$ cat config.mk
export PLATFORM = sky130hd
export DESIGN_NAME = btn_debounce_ctrl
export DESIGN_NICKNAME = d
export VERILOG_FILES = /design/src/rtl/btn_debounce_ctrl.sv
export SDC_FILE = /design/constraint.sdc
export NUM_CORES = 1
export LEC_CHECK = 0
export CAP_MARGIN = 20
export CORE_MARGIN = 1.5
export CORE_UTILIZATION = 50
export DETAILED_ROUTE_END_ITERATION = 7
export DONT_BUFFER_PORTS = 1
export PLACE_DENSITY_LB_ADDON = 0.05
export SYNTH_ARGS = -nofsm -noshare
export SYNTH_HDL_FRONTEND = slang
export SYNTH_SLANG_ARGS = --single-unit
$ cat constraint.sdc
create_clock -name clk -period 3.8 [get_ports clk]
set_input_delay 0.19 -clock clk [delete_from_list [all_inputs] [get_ports clk]]
set_output_delay 0.19 -clock clk [all_outputs]
set_load 0.02 [all_outputs]
$ cat src/rtl/btn_debounce_ctrl.sv
// Bus-mapped button peripheral: 2-FF synchronisers, per-button debounce counters,
// sticky write-1-to-clear press events, and a small read register map for the bridge.
module btn_debounce_ctrl #(
    parameter int N_BTN           = 5,
    parameter int DEBOUNCE_CYCLES = 2000000
) (
    input  logic              clk,
    input  logic              rst,
    input  logic [N_BTN-1:0]  button,
    input  logic [11:0]       addr,
    input  logic              wen,
    input  logic [31:0]       wdata,
    output logic [31:0]       rdata,
    output logic [N_BTN-1:0]  btn_level,
    output logic              evt_any
);

    localparam int              CNT_W      = $clog2(DEBOUNCE_CYCLES + 1);
    localparam logic [CNT_W-1:0] CNT_LAST  = CNT_W'(DEBOUNCE_CYCLES - 1);
    localparam logic [9:0]      WORD_LEVEL = 10'd0;
    localparam logic [9:0]      WORD_EVENT = 10'd1;
    localparam logic [9:0]      WORD_RAW   = 10'd2;

    logic [N_BTN-1:0] sync1_q;
    logic [N_BTN-1:0] sync2_q;
    logic [N_BTN-1:0] stable_q;
    logic [N_BTN-1:0] stable_d;
    logic [N_BTN-1:0] evt_q;
    logic [N_BTN-1:0] evt_d;
    logic [N_BTN-1:0] evtSet;
    logic [N_BTN-1:0] evtClr;
    logic [CNT_W-1:0] cnt_q [N_BTN];
    logic [CNT_W-1:0] cnt_d [N_BTN];
    logic             unusedBits;

    always_ff @(posedge clk or posedge rst) begin
        if (rst) begin
            sync1_q  <= '0;
            sync2_q  <= '0;
            stable_q <= '0;
            evt_q    <= '0;
            for (int i = 0; i < N_BTN; i++) begin
                cnt_q[i] <= '0;
            end
        end else begin
            sync1_q  <= button;
            sync2_q  <= sync1_q;
            stable_q <= stable_d;
            evt_q    <= evt_d;
            for (int i = 0; i < N_BTN; i++) begin
                cnt_q[i] <= cnt_d[i];
            end
        end
    end

    // A level is accepted only after it differs from the stable value for
    // DEBOUNCE_CYCLES consecutive cycles; any return to the stable value restarts.
    always_comb begin
        stable_d = stable_q;
        for (int i = 0; i < N_BTN; i++) begin
            cnt_d[i] = '0;
            if (sync2_q[i] != stable_q[i]) begin
                if (cnt_q[i] == CNT_LAST) begin
                    stable_d[i] = sync2_q[i];
                end else begin
                    cnt_d[i] = cnt_q[i] + CNT_W'(1);
                end
            end
        end
    end

    // Set has priority over a same-cycle clear so a press is never lost.
    always_comb begin
        evtSet = stable_d & ~stable_q;
        evtClr = '0;
        if (wen && (addr[11:2] == WORD_EVENT)) begin
            evtClr = wdata[N_BTN-1:0];
        end
        evt_d = (evt_q & ~evtClr) | evtSet;
    end

    always_comb begin
        rdata = '0;
        case (addr[11:2])
            WORD_LEVEL: rdata[N_BTN-1:0] = stable_q;
            WORD_EVENT: rdata[N_BTN-1:0] = evt_q;
            WORD_RAW:   rdata[N_BTN-1:0] = sync2_q;
            default:    rdata = '0;
        endcase
    end

    assign btn_level  = stable_q;
    assign evt_any    = |evt_q;
    assign unusedBits = ^{addr[1:0], wdata};

endmodule

==> results.json, run 1 <==
{
  "cp.arrival_ns": 2.62,
  "overflow": 0,
  "multiInputGateArea_mm2": 0.003077,
  "synthCells": 671,
  "fin_tns_setup_ns": 0,
  "seq_area_frac_synth_pct": 48.28,
  "synth_edf_count": 0,
  "nNetsFinal": 740,
  "syn_to_final_growth_pct": 12.59,
  "fmax_ghz": 0.4321,
  "die_w_um": 116.8,
  "grt_max_degree": 81,
  "synthFlopType": "dfrtp_1",
  "setup_viol": 0,
  "via_count": 4784,
  "hold_viol": 0,
  "clk_latency_ns": 0.43,
  "drv_cap": 0,
  "min_path_type": "input pin to flop",
  "place_congestion": 0.8312,
  "fin_crit_sh_pct": 60.90,
  "cts.repair.resized": 0,
  "viasPerCell": 5.512,
  "drtPass1Iterations": 4,
  "cts.sinks": 125,
  "status": "complete, no violations",
  "rsz0062_at_grt": "false",
  "avgSynthCellArea_um2": 9.655,
  "initial_core_util_pct": 51.34,
  "synth_top_cell_by_area": "dfrtp_1",
  "path_class": "flop to flop",
  "netlist.area_leader.share_pct": 48.28,
  "post-place-ws_ns": 1.481,
  "setup_ws_ns": 1.486,
  "clk_pin_slew_ns": 0.06,
  "synth_warnings": 0,
  "synthTopCellsByArea": "dfrtp_1, nor2_1, xnor2_1",
  "fin_area_mm2": 0.007295,
  "slew_violations": 0,
  "nFillCells": 1136,
  "ys_ff_latch": 125,
  "required_ns": 4.11,
  "ant_nets": 0,
  "first_global_vias": 4393,
  "async_reset_ff_share_pct": 100.0,
  "leakage_uw": 0.002933,
  "dieArea_mm2": 0.01365,
  "drc": 0,
  "tightest_slew_ns": 0.7948,
  "powerDensity_mw_per_mm2": 450.3,
  "skew_ns": 0.01439,
  "cts_tree": "yes",
  "core-area_mm2": 0.01262,
  "grt_pass1_wl_um": 21430,
  "synth.cells.most_frequent": "dfrtp_1, nor2_1, nand4_1",
  "wl_per_cell_um": 14.83,
  "ys_types": 50,
  "antenna_found_initial": 0,
  "hpwl_um": 8909,
  "max-clock-path-buffers": 2,
  "drt_first_iter_violations": 301,
  "seq_area_mm2": 0.003128,
  "routed_wl_um": 12880,
  "period_minus_slack_ns": 2.314,
  "cts_buffers": 17,
  "cts_root_buf": "clkbuf_16",
  "placed_area_mm2": 0.006539,
  "port_buffers": 0,
  "critPathLaunchType": "flop",
  "grt_util_all_layers_pct": 20.60,
  "num_antenna_cells": 0,
  "cts-htree-levels": 4,
  "critPathCaptureType": "flop",
  "crit_fanout": 19,
  "syn_area_mm2": 0.006479,
  "io_pins": 90,
  "slew-limit-headroom_pct": 47.01,
  "placementRows": 41,
  "irDropWorstVdd_uv": 452.1,
  "yosysMostFrequentCell": "dfrtp_1",
  "utilization_pct": 57.80,
  "die_height_um": 116.8,
  "drive_gt1_share_pct": 8.477
}
[stage by stage]
step | hold WS, ns | cells | power [µW]
2_1_floorplan | 0.2214 | 697 | 1505
3_3_place_gp | 0.2215 | 828 | 1508
3_5_place_dp | 0.2215 | 828 | 1510
4_1_cts | 0.003005 | 867 | 3319
5_1_grt | 0.01891 | 868 | 3408
6_report | 0.0005957 | 868 | 3285
[placed cells by master (no fill, tap or decap), types with 3 or more instances in the layout]
cell type,instances
or4b_2,4
and3_1,7
or3_1,18
nor2_1,90
mux2i_1,5
clkinv_2,3
dlygate4sd3_1,7
xor2_1,32
and2_1,6
nor3_1,10
buf_4,3
clkbuf_8,3
and4_1,9
nor4b_1,4
nor2b_1,4
nand2_1,31
conb_1,27
nand4_1,47
a21oi_1,34
o31ai_1,9
o21ai_0,24
nand2b_1,5
inv_1,24
or4b_1,3
clkbuf_16,17
bufinv_16,5
clkinvlp_4,3
mux2_2,3
ha_1,5
a31o_2,3
dfrtp_1,125
nand3_1,30
nor4_1,16
nand4b_1,3
xnor2_1,38
or4_1,15
[final cells by class]
cell class | count | area share (%)
Inverter | 25 | 1.321
Sequential cell | 125 | 42.88
Tap cell | 172 | 2.950
Multi-Input combinational cell | 503 | 42.18
Clock inverter | 11 | 2.573
Timing Repair Buffer | 11 | 1.647
Clock buffer | 21 | 6.449
[worst paths after layout]
check                      slack (ns)       start  cells past startpoint    endpoint
setup / recovery                 1.49   cnt_q[96]                      4  cnt_q[103]
hold / removal                 0.0006    wdata[2]                      3    evt_q[2]
setup reg to reg                 1.49   cnt_q[96]                      4  cnt_q[103]
hold reg to reg                  0.35  sync1_q[0]                      0  sync2_q[0]
max in group asynchronous        2.59         rst                      4   cnt_q[22]
min in group asynchronous        0.24         rst                      2   cnt_q[61]
[cells by family after synthesis]
family,count (synthesis),synth area share [%]
flops,125,48.28
mux,10,1.699
other cells,1,0.05788
buf+inv,69,5.736
simple gates,312,26.36
fa+ha+maj,5,0.9656
compound gates,79,7.435
xor+xnor,70,9.463
[repair_timing]
action | 4_1_cts | 5_1_grt
hold buffers | 7 | 0
buffers inserted | 0 | 0
endpoints found under the hold margin | 84 | 0
[state kept, by name, indices dropped and copies added, names as in the netlist]
signal,cells
btn_level,5
sync2_q,5
evt_q,5
sync1_q,5
cnt_q,105
[power breakdown]
part           total [µW]  leakage (µW)  internal, µW  switching [µW]
combinational         121      0.000928          32.2            88.9
clock                1790      0.000315          1210             580
sequential           1370       0.00169          1350            22.1
total                3280       0.00293          2590             691
[critical path, stage by stage, from the launching register on]
cell and delay [ns]:
dfrtp_1 0.41, or4b_2 0.67, nor3_1 0.23, a41o_1 0.64
o21ba_2 0.25
[routing by layer]
layer	wire, µm	GRT usage (%)	up-vias
met3	472	5.664	13
met5	0	0	-
met1	6511	29.69	2313
met2	5753	29.36	84
met4	138	8.514	0
li1	-	-	2374
No activity file was read; power rests on OpenSTA's default activity.
==> inputs of run 2 (changes only) <==
--- a/config.mk
+++ b/config.mk
@@ -5,6 +5,7 @@
 export SDC_FILE = /design/constraint.sdc
 export NUM_CORES = 1
 export LEC_CHECK = 0
+export ABC_AREA = 1
 export CAP_MARGIN = 20
 export CORE_MARGIN = 1.5
 export CORE_UTILIZATION = 50
==> constraint.sdc (replaced) <==
create_clock -name clk -period 1.9 [get_ports clk]
set_input_delay 0.095 -clock clk [delete_from_list [all_inputs] [get_ports clk]]
set_output_delay 0.095 -clock clk [all_outputs]
set_load 0.02 [all_outputs]
==> results.json, run 2 <==
{
  "via_count": 6118,
  "initial_core_util_pct": 51.68,
  "drive_gt1_share_pct": 9.571,
  "drt_first_iter_violations": 477,
  "period_minus_slack_ns": 1.655,
  "drc": 0,
  "min_path_type": "input pin to flop",
  "drtPass1Iterations": 6,
  "p_clk_share_pct": 52.3,
  "slew_violations": 0,
  "nNetsFinal": 1047,
  "viasPerCell": 5.172,
  "ys_ff_latch": 125,
  "place_congestion": 0.8670,
  "grt_max_degree": 126,
  "max-clock-path-buffers": 2,
  "die_height_um": 123.2,
  "fin_tns_setup_ns": 0,
  "wl_per_cell_um": 14.01,
  "multiInputGateArea_mm2": 0.003581,
  "internal_power_uw": 4826,
  "overflow": 0,
  "p_comb_share_pct": 4.0,
  "grt_pass1_wl_um": 27610,
  "path_class": "flop to flop",
  "seq_area_frac_synth_pct": 43.27,
  "largest_register_ffs": 105,
  "synth_warnings": 0,
  "syn_to_final_growth_pct": 12.36,
  "setup_ws_ns": 0.2449,
  "final_cell_mix": "nor2_1, nand2_1, dfrtp_1",
  "cts_root_buf": "clkbuf_16",
  "regMostFlops": "cnt_q",
  "first_global_vias": 5832,
  "routed_wl_um": 16570,
  "tightest_slew_ns": 0.6764,
  "synth.cells.most_frequent": "nor2_1, nand2_1, dfrtp_1",
  "synth_top_cell_by_area": "dfrtp_1",
  "antenna_found_initial": 0,
  "core-area_mm2": 0.01399,
  "synthCells": 957,
  "leakage_uw": 0.003518,
  "clk_latency_ns": 0.41,
  "hpwl_um": 11810,
  "ant_nets": 0,
  "power_frac_seq_pct": 43.7,
  "async_reset_ff_share_pct": 100.0,
  "status": "complete, no violations",
  "setup_viol": 0,
  "clk_pin_slew_ns": 0.06,
  "irDropWorstVdd_uv": 744.6,
  "fin_crit_sh_pct": 87.11,
  "nFillCells": 1295,
  "hold_viol": 0,
  "avgSynthCellArea_um2": 7.554,
  "die_w_um": 123.2,
  "yosysMostFrequentCell": "nor2_1",
  "switchingPower_uw": 1438,
  "num_antenna_cells": 0,
  "synthTopCellsByArea": "dfrtp_1, nor2_1, nand2_1",
  "placementRows": 43,
  "r2r_start": "sync2_q[1]",
  "final_common_cell": "nor2_1",
  "critPathLaunchType": "flop",
  "powerDensity_mw_per_mm2": 771.2,
  "dieArea_mm2": 0.01519,
  "required_ns": 2.19,
  "io_pins": 90,
  "seq_area_mm2": 0.003128,
  "cts.sinks": 125,
  "synth_edf_count": 0,
  "cts-htree-levels": 4,
  "cp.arrival_ns": 1.94,
  "switching_share_pct": 22.96,
  "cts_buffers": 17,
  "critPathLaunch": "sync2_q[1]",
  "slew-limit-headroom_pct": 54.91,
  "hp-start": "addr[2]",
  "critPathCaptureType": "flop",
  "ys_types": 39,
  "netlist.area_leader.share_pct": 43.27,
  "port_buffers": 0,
  "post-place-ws_ns": 0.2181,
  "crit_fanout": 10,
  "cts_tree": "yes",
  "syn_area_mm2": 0.007229,
  "fmax_ghz": 0.6042,
  "cts_setup_buffers": 0,
  "drv_cap": 0,
  "grt_util_all_layers_pct": 23.44,
  "rsz0062_at_grt": "false",
  "skew_ns": 0.007817,
  "synthFlopType": "dfrtp_1"
}
run 2: worst paths after layout:
check | to | cells past startpoint | slack (ns)
worst max-delay path | cnt_q[82] | 4 | 0.24
worst min-delay path | evt_q[1] | 5 | 0.11
worst max register to register | cnt_q[82] | 4 | 0.24
worst min register to register | sync2_q[0] | 0 | 0.35
max in group asynchronous | cnt_q[17] | 3 | 1.04
min in group asynchronous | btn_level[2] | 3 | 0.34
run 2: cell type report:
type / count / share of cell area (%)
clock inverter: 14 / 2.110
sequential: 125 / 38.51
multi-input combinational: 722 / 44.08
tap: 180 / 2.773
clock buffer: 18 / 5.283
timing repair buffer: 19 / 2.311
inverter: 105 / 4.929
run 2: metrics by stage:
stage	instance area, µm²	cells	util, %	hold WS (ns)	power (µW)
final	8123	1183	58.07	0.1059	6265
after global routing	8123	1183	58.07	0.1187	6510
after CTS	8123	1183	58.07	0.08831	6339
after detailed placement	7392	1138	52.84	0.1265	3017
after global placement	7392	1138	52.84	0.1265	3010
after floorplan	7331	983	-	0.1264	2997
run 2: power groups by stage:
stage          sequential, µW  clock (µW)  combinational [µW]
6_report                 2740        3280                 250
5_1_grt                  2740        3480                 291
3_5_place_dp             2780           0                 234
4_1_cts                  2740        3350                 256
2_1_floorplan            2770           0                 223
3_3_place_gp             2780           0                 229
run 2: critical path, cell delays in order (launching register included):
cell and delay (ns):
dfrtp_1 0.42, xnor2_2 0.52, inv_1 0.24, nand2_1 0.29, a21oi_1 0.08
run 2: kinds of logic after synthesis:
kind of cell | share of synthesized area (%)
xor+xnor | 5.625
flops | 43.27
simple gates | 38.98
buf+inv | 8.549
other cells | 0.05187
compound gates | 2.665
fa+ha+maj | 0.8654
run 2: timing repair:
item,4_1_cts,5_1_grt
setup endpoints to repair,0,0
endpoints found under the hold margin,135,0
hold buffers,13,0
gates resized for setup,0,0
run 2: metal layers:
metal / part of all wire [%] / vias to the layer above / wire length [µm] / GRT usage (%)
met4: 1.8 / 0 / 297 / 8.190
li1: - / 3043 / - / -
met2: 45 / 141 / 7421 / 36.42
met3: 4.9 / 24 / 813 / 6.642
met1: 49 / 2910 / 8041 / 31.50
met5: 0 / - / 0 / 0
